===== src/rtl/fcvt_s_wu_iter_if.sv =====
// Handshake bundle for the iterative integer-to-float converter.
// The master drives the operand and consumes the result; the slave is the converter.
interface fcvt_s_wu_iter_if #(
    parameter int F_WIDTH = 32,
    parameter int I_WIDTH = 32
);
    logic               in_valid;
    logic               in_ready;
    logic [I_WIDTH-1:0] in1;
    logic               is_signed;
    logic [2:0]         rm;
    logic               out_valid;
    logic               out_ready;
    logic [F_WIDTH-1:0] out1;
    logic               inexact;

    modport master (
        output in_valid, in1, is_signed, rm, out_ready,
        input  in_ready, out_valid, out1, inexact
    );

    modport slave (
        input  in_valid, in1, is_signed, rm, out_ready,
        output in_ready, out_valid, out1, inexact
    );
endinterface


===== src/rtl/fcvt_s_wu_iter.sv =====
// Iterative FCVT.S.W / FCVT.S.WU: normalises the magnitude one bit per cycle,
// then rounds once according to rm and holds the result until the consumer takes it.
module fcvt_s_wu_iter #(
    parameter int F_WIDTH = 32,
    parameter int F_EXP   = 8,
    parameter int F_FLAC  = 23,
    parameter int I_WIDTH = 32
) (
    input  logic             CLK,
    input  logic             RSTn,
    fcvt_s_wu_iter_if.slave  io
);

    localparam int BIAS    = 2 ** (F_EXP - 1) - 1;
    localparam int MSB     = I_WIDTH - 1;
    localparam int G_POS   = I_WIDTH - 2 - F_FLAC;
    localparam logic [F_EXP-1:0] EXP_INIT = F_EXP'(BIAS + I_WIDTH - 1);

    typedef enum logic [1:0] {
        IDLE,
        NORM,
        ROUND,
        DONE
    } state_t;

    state_t             state_q, state_d;
    logic [I_WIDTH-1:0] mag_q, mag_d;
    logic [F_EXP-1:0]   exp_q, exp_d;
    logic               sign_q, sign_d;
    logic [2:0]         rm_q, rm_d;
    logic [F_WIDTH-1:0] out1_q, out1_d;
    logic               inexact_q, inexact_d;

    logic               in_sign;
    logic [I_WIDTH-1:0] in_mag;
    logic [F_FLAC-1:0]  mant;
    logic               guard;
    logic               sticky;
    logic               round_up;
    logic [F_FLAC:0]    mant_sum;
    logic               carry;
    logic [F_EXP-1:0]   exp_rnd;
    logic [F_FLAC-1:0]  mant_rnd;

    // Operand decode: only the two's-complement form with the sign bit set is negated.
    always_comb begin
        in_sign = io.is_signed & io.in1[MSB];
        in_mag  = in_sign ? (~io.in1 + I_WIDTH'(1)) : io.in1;
    end

    // Rounding datapath, valid once mag has its leading one at the MSB.
    always_comb begin
        mant   = mag_q[MSB-1 -: F_FLAC];
        guard  = mag_q[G_POS];
        sticky = |mag_q[G_POS-1:0];
        case (rm_q)
            3'b001:  round_up = 1'b0;
            3'b010:  round_up = sign_q & (guard | sticky);
            3'b011:  round_up = ~sign_q & (guard | sticky);
            3'b100:  round_up = guard;
            default: round_up = guard & (sticky | mant[0]);
        endcase
        mant_sum = {1'b0, mant} + (F_FLAC + 1)'(round_up);
        carry    = mant_sum[F_FLAC];
        exp_rnd  = exp_q + F_EXP'(carry);
        mant_rnd = carry ? '0 : mant_sum[F_FLAC-1:0];
    end

    // Next-state logic; every register holds unless its state says otherwise.
    always_comb begin
        state_d   = state_q;
        mag_d     = mag_q;
        exp_d     = exp_q;
        sign_d    = sign_q;
        rm_d      = rm_q;
        out1_d    = out1_q;
        inexact_d = inexact_q;

        case (state_q)
            IDLE: begin
                if (io.in_valid) begin
                    sign_d = in_sign;
                    mag_d  = in_mag;
                    rm_d   = io.rm;
                    exp_d  = EXP_INIT;
                    if (in_mag == '0) begin
                        out1_d    = '0;
                        inexact_d = 1'b0;
                        state_d   = DONE;
                    end else begin
                        state_d = NORM;
                    end
                end
            end
            NORM: begin
                if (mag_q[MSB]) begin
                    state_d = ROUND;
                end else begin
                    mag_d = mag_q << 1;
                    exp_d = exp_q - F_EXP'(1);
                end
            end
            ROUND: begin
                out1_d    = {sign_q, exp_rnd, mant_rnd};
                inexact_d = guard | sticky;
                state_d   = DONE;
            end
            DONE: begin
                if (io.out_ready) begin
                    state_d = IDLE;
                end
            end
            default: state_d = IDLE;
        endcase
    end

    always_ff @(posedge CLK) begin
        if (!RSTn) begin
            state_q   <= IDLE;
            mag_q     <= '0;
            exp_q     <= '0;
            sign_q    <= 1'b0;
            rm_q      <= '0;
            out1_q    <= '0;
            inexact_q <= 1'b0;
        end else begin
            state_q   <= state_d;
            mag_q     <= mag_d;
            exp_q     <= exp_d;
            sign_q    <= sign_d;
            rm_q      <= rm_d;
            out1_q    <= out1_d;
            inexact_q <= inexact_d;
        end
    end

    assign io.in_ready  = (state_q == IDLE);
    assign io.out_valid = (state_q == DONE);
    assign io.out1      = out1_q;
    assign io.inexact   = inexact_q;

endmodule


===== src/flat_wrapper.sv =====
// flat-port wrapper written by rule: the top's interface ports become plain ports
module fcvt_s_wu_iter_flat 
#(
    parameter int F_WIDTH = 32,
    parameter int F_EXP   = 8,
    parameter int F_FLAC  = 23,
    parameter int I_WIDTH = 32
)
  (CLK, RSTn, io_in_valid, io_in1, io_is_signed, io_rm, io_out_ready, io_in_ready, io_out_valid, io_out1, io_inexact);
  fcvt_s_wu_iter_if #(.F_WIDTH(F_WIDTH), .I_WIDTH(I_WIDTH)) io_i ();
  input  logic CLK;
  input  logic RSTn;
  input wire logic [$bits(io_i.in_valid)-1:0] io_in_valid;
  input wire logic [$bits(io_i.in1)-1:0] io_in1;
  input wire logic [$bits(io_i.is_signed)-1:0] io_is_signed;
  input wire logic [$bits(io_i.rm)-1:0] io_rm;
  input wire logic [$bits(io_i.out_ready)-1:0] io_out_ready;
  output wire logic [$bits(io_i.in_ready)-1:0] io_in_ready;
  output wire logic [$bits(io_i.out_valid)-1:0] io_out_valid;
  output wire logic [$bits(io_i.out1)-1:0] io_out1;
  output wire logic [$bits(io_i.inexact)-1:0] io_inexact;
  assign io_i.in_valid = io_in_valid;
  assign io_i.in1 = io_in1;
  assign io_i.is_signed = io_is_signed;
  assign io_i.rm = io_rm;
  assign io_i.out_ready = io_out_ready;
  assign io_in_ready = io_i.in_ready;
  assign io_out_valid = io_i.out_valid;
  assign io_out1 = io_i.out1;
  assign io_inexact = io_i.inexact;
  fcvt_s_wu_iter #(.F_WIDTH(F_WIDTH), .F_EXP(F_EXP), .F_FLAC(F_FLAC), .I_WIDTH(I_WIDTH)) u_core (.CLK(CLK), .RSTn(RSTn), .io(io_i));
endmodule

===== config.mk =====
export PLATFORM = sky130hd
export DESIGN_NAME = fcvt_s_wu_iter_flat
export DESIGN_NICKNAME = d
export VERILOG_FILES = /design/src/rtl/fcvt_s_wu_iter_if.sv /design/src/rtl/fcvt_s_wu_iter.sv /design/src/flat_wrapper.sv
export SDC_FILE = /design/constraint.sdc
export NUM_CORES = 1
export LEC_CHECK = 0
export ABC_CLOCK_PERIOD_IN_PS = 4600
export CORE_ASPECT_RATIO = 0.9
export CORE_MARGIN = 2
export CORE_UTILIZATION = 47
export CTS_CLUSTER_DIAMETER = 30
export DETAILED_ROUTE_END_ITERATION = 16
export PLACE_DENSITY = 0.78
export SLEW_MARGIN = 0
export SYNTH_ARGS = -nofsm -noshare
export SYNTH_HDL_FRONTEND = slang
export SYNTH_SLANG_ARGS = --single-unit

===== constraint.sdc =====
create_clock -name CLK -period 4.6 [get_ports CLK]
set_input_delay 1.38 -clock CLK [delete_from_list [all_inputs] [get_ports CLK]]
set_output_delay 1.38 -clock CLK [all_outputs]
set_load 0.005 [all_outputs]

==> impl_metrics.ini <==
[floorplan]
die_w_um = 115
start_util_pct = 48.3
rows = 36
dieArea_mm2 = 0.0120
core_area_mm2 = 0.0109
dieHeight_um = 104
top_level_ports = 75

[routing]
vias = 5289
drc = 0
finalWirelength_um = 14700
viasPerCell = 5.76
firstDrtPassIters = 5
routedWlPerCell_um = 16.0
drt-initial-drc-count = 440
final_antenna_net_count = 0

[critical_path]
cp-end-kind = flip-flop
critical_path_class = input port to flip-flop
worstPathArrival_ns = 4.66
startpoint_type = input port
critical_path_peak_fanout = 11
crit_required_ns = 4.84
crit_buf_inv = 3
cp_common_cell = nor4_4
cp_cell_sequence = clkdlybuf4s50_1, inv_1, ha_1, or3b_2, nor4_4, a31oi_1, xnor2_1, o21ai_0, nor4_4, a41oi_2, buf_12, o32ai_2
cp_slowest_stage_delay_ns = 0.52
cpMaxStageDelayCell = or3b_2
path_delay_family = simple AND/OR/NAND/NOR gates

[power]
p_leak_nw = 2.49
power.density_mw_per_mm2 = 446
ir_drop_mv = 0.281
power_mw = 3.00

[layout]
drive_gt1_share_pct = 12.3
fin_nets = 811
multi_input_area_mm2 = 0.00334
n_antenna_cell = 0
fill_cells = 936
register_area_mm2 = 0.00158
syn_to_final_growth_pct = 28.1

[timing]
final.setup.worst_slack_ns = 0.178
tightestPinTransition_ns = 1.19
finClkSkew_ns = 0.00490
rsz0062_at_grt = no
fin_crit_sh_pct = 96.1
fmax_mhz = 226
hold_viol_final = 0
slew_violations = 0
whs_ns = 0.459
period_minus_slack_ns = 4.42
relSlewSlack_pct = 20.3
setup-violations-final = 0

[yosys]
avgSynthCellArea_um2 = 7.82
syn_inst = 670
yosys_warnings = 0
synth_edf_count = 0
synth-xor-area-share_pct = 10.7
netlist_area_mm2 = 0.00524
synth_top_family_by_area = simple AND/OR/NAND/NOR gates
synthDistinctLibCells = 60
synth-seq-cells = 79
synth_flop_cell = dfxtp_1
synth_compound_gate_area_share_pct = 19.2
synthesis.nets = 720
ys_async_sr_fraction_pct = 0
synth-simple-area-share_pct = 26.6
synthAdderAreaFrac_pct = 2.39
muxShareOfSynthArea_pct = 4.78
synth_seq_area_share_pct = 30.2

[cts]
ctsResizeCount = 0
cts_tree = done
cts_sinks = 79
htreeDepth = 3
cts_made_buffers = 9
ctsLongestPathBuffers = 2
cts_root_buffer = clkbuf_16
cts_setup_buffers = 0
clock_latency_ns = 0.34
path_clk_slew_ns = 0.06
holdBufCountCts = 0

[placed_design]
dp_hpwl_um = 11100
gp_routability_congestion = 0.978
preCtsSetupSlack_ns = -0.118
port_buffers = 74

[grt]
grt_usage_pct = 25.1
grt.met3_usage_pct = 4.72
grt_use_met2_pct = 41.1
grt_pass1_vias = 5090
globalRouteOverflowTotal = 0
grt.busiest_layer = met2
met1_usage_pct = 33.2
antenna_found_initial = 0
grt_pass1_wl_um = 24600
grt_max_degree = 43

[job]
drv_cap = 0

[status]
run_status = completed

[hold_path]
hold_class = flip-flop to flip-flop
-- worst min-delay path: stages (launching register included) --
cell	delay (ns)
dfxtp_1	0.30
nand2_1	0.05
mux2i_1	0.06
-- per-stage QoR --
stage	util (%)	instance area (µm²)	std cells	TNS, ns
detailed placement	59.1	6420	902	-3.10
floorplan	-	5240	670	0
global placement	59.1	6420	902	-1.45
CTS	61.8	6710	918	0
global route	61.8	6710	918	0
finish	61.8	6710	918	0
-- cells in the mapped netlist (all sizes together) (2+ instances only) --
library cell	instances	area (µm²)
or4	8	67.6
o22ai	4	25.0
clkbuf	35	131
dfxtp	79	1580
o211ai	9	67.6
ha	10	125
a221oi	5	43.8
o311ai	2	17.5
nor3	24	120
a2bb2oi	2	17.5
nand4	11	68.8
a211oi	4	30.0
a31oi	7	50.1
xnor2	40	350
buf	14	86.3
nand3	21	105
o21ai	37	185
xor2	24	210
o32ai	10	148
nor4b	2	17.5
a221o	3	30.0
nor2	45	169
nor3b	4	30.0
and3	5	31.3
a311o	2	20.0
inv	28	105
and4	5	45.0
o221a	3	33.8
mux2i	25	250
nand3b	9	67.6
nand2	99	372
nor4	14	158
a21oi	43	215
o31ai	5	37.5
and2	4	25.0
nor2b	6	37.5
or3	10	62.6
-- area by class of cell --
type	instances	share of cell area (%)
clock buffers	10	3.41
clock inverters	6	0.914
inverters	29	1.62
multi-input cells	513	49.7
flip-flops and latches	79	23.6
well taps	152	2.83
repair buffers	129	17.9
-- layout by cell type (no fill, tap or decap), types with 6 or more instances in the layout --
| master | n |
|---|---|
| nand2_1 | 99 |
| dfxtp_1 | 79 |
| clkdlybuf4s50_1 | 74 |
| buf_4 | 51 |
| nor2_1 | 45 |
| a21oi_1 | 42 |
| xnor2_1 | 40 |
| o21ai_0 | 34 |
| inv_1 | 28 |
| mux2i_1 | 25 |
| xor2_1 | 24 |
| nor3_1 | 24 |
| nand3_1 | 21 |
| nand4_1 | 11 |
| or3_1 | 10 |
| ha_1 | 10 |
| nand3b_1 | 9 |
| o211ai_1 | 9 |
| clkbuf_16 | 9 |
| o32ai_2 | 8 |
| nor4_1 | 7 |
| nor2b_1 | 6 |
| or4_1 | 6 |
| a31oi_1 | 6 |
-- final timing paths --
check	slack [ns]	start	depth (start not counted)	to
worst min-delay path	0.46	u_core.io.out1[9]	2	u_core.io.out1[9]
worst max-delay path	0.18	io_in1[0]	12	u_core.io.out1[27]
worst min register to register	0.46	u_core.io.out1[9]	2	u_core.io.out1[9]
worst max register to register	0.93	u_core.mag_q[3]	15	u_core.io.out1[5]
-- registers in the layout (all words and copies together), names as in the netlist --
signal             flops
u_core.sign_q          1
u_core.rm_q            3
u_core.io.inexact      1
u_core.mag_q          32
u_core.io.out1        32
u_core.state_q         2
u_core.exp_q           8
-- layer usage --
metal | part of all wire, % | vias up
met1 | 43 | 2484
met3 | 6.9 | 27
met4 | 1.9 | 0
met5 | 0 | -
met2 | 48 | 207
li1 | - | 2571
-- where the power goes --
group	internal [mW]	switching, mW
clock network	0.418	0.271
registers	0.846	0.237
logic	0.524	0.699
total	1.79	1.21
-- kinds of logic (layout without fill, tap and decap cells) --
family | after synthesis | in the layout
AOI/OAI and AO/OA | 145 | 145
xor gates and xnor gates | 64 | 64
adders and majority gates | 10 | 10
buffers and inverters | 78 | 174
DFF | 79 | 79
muxes | 25 | 25
and+or+nand+nor | 269 | 269
(Power assumes the default switching activity.)
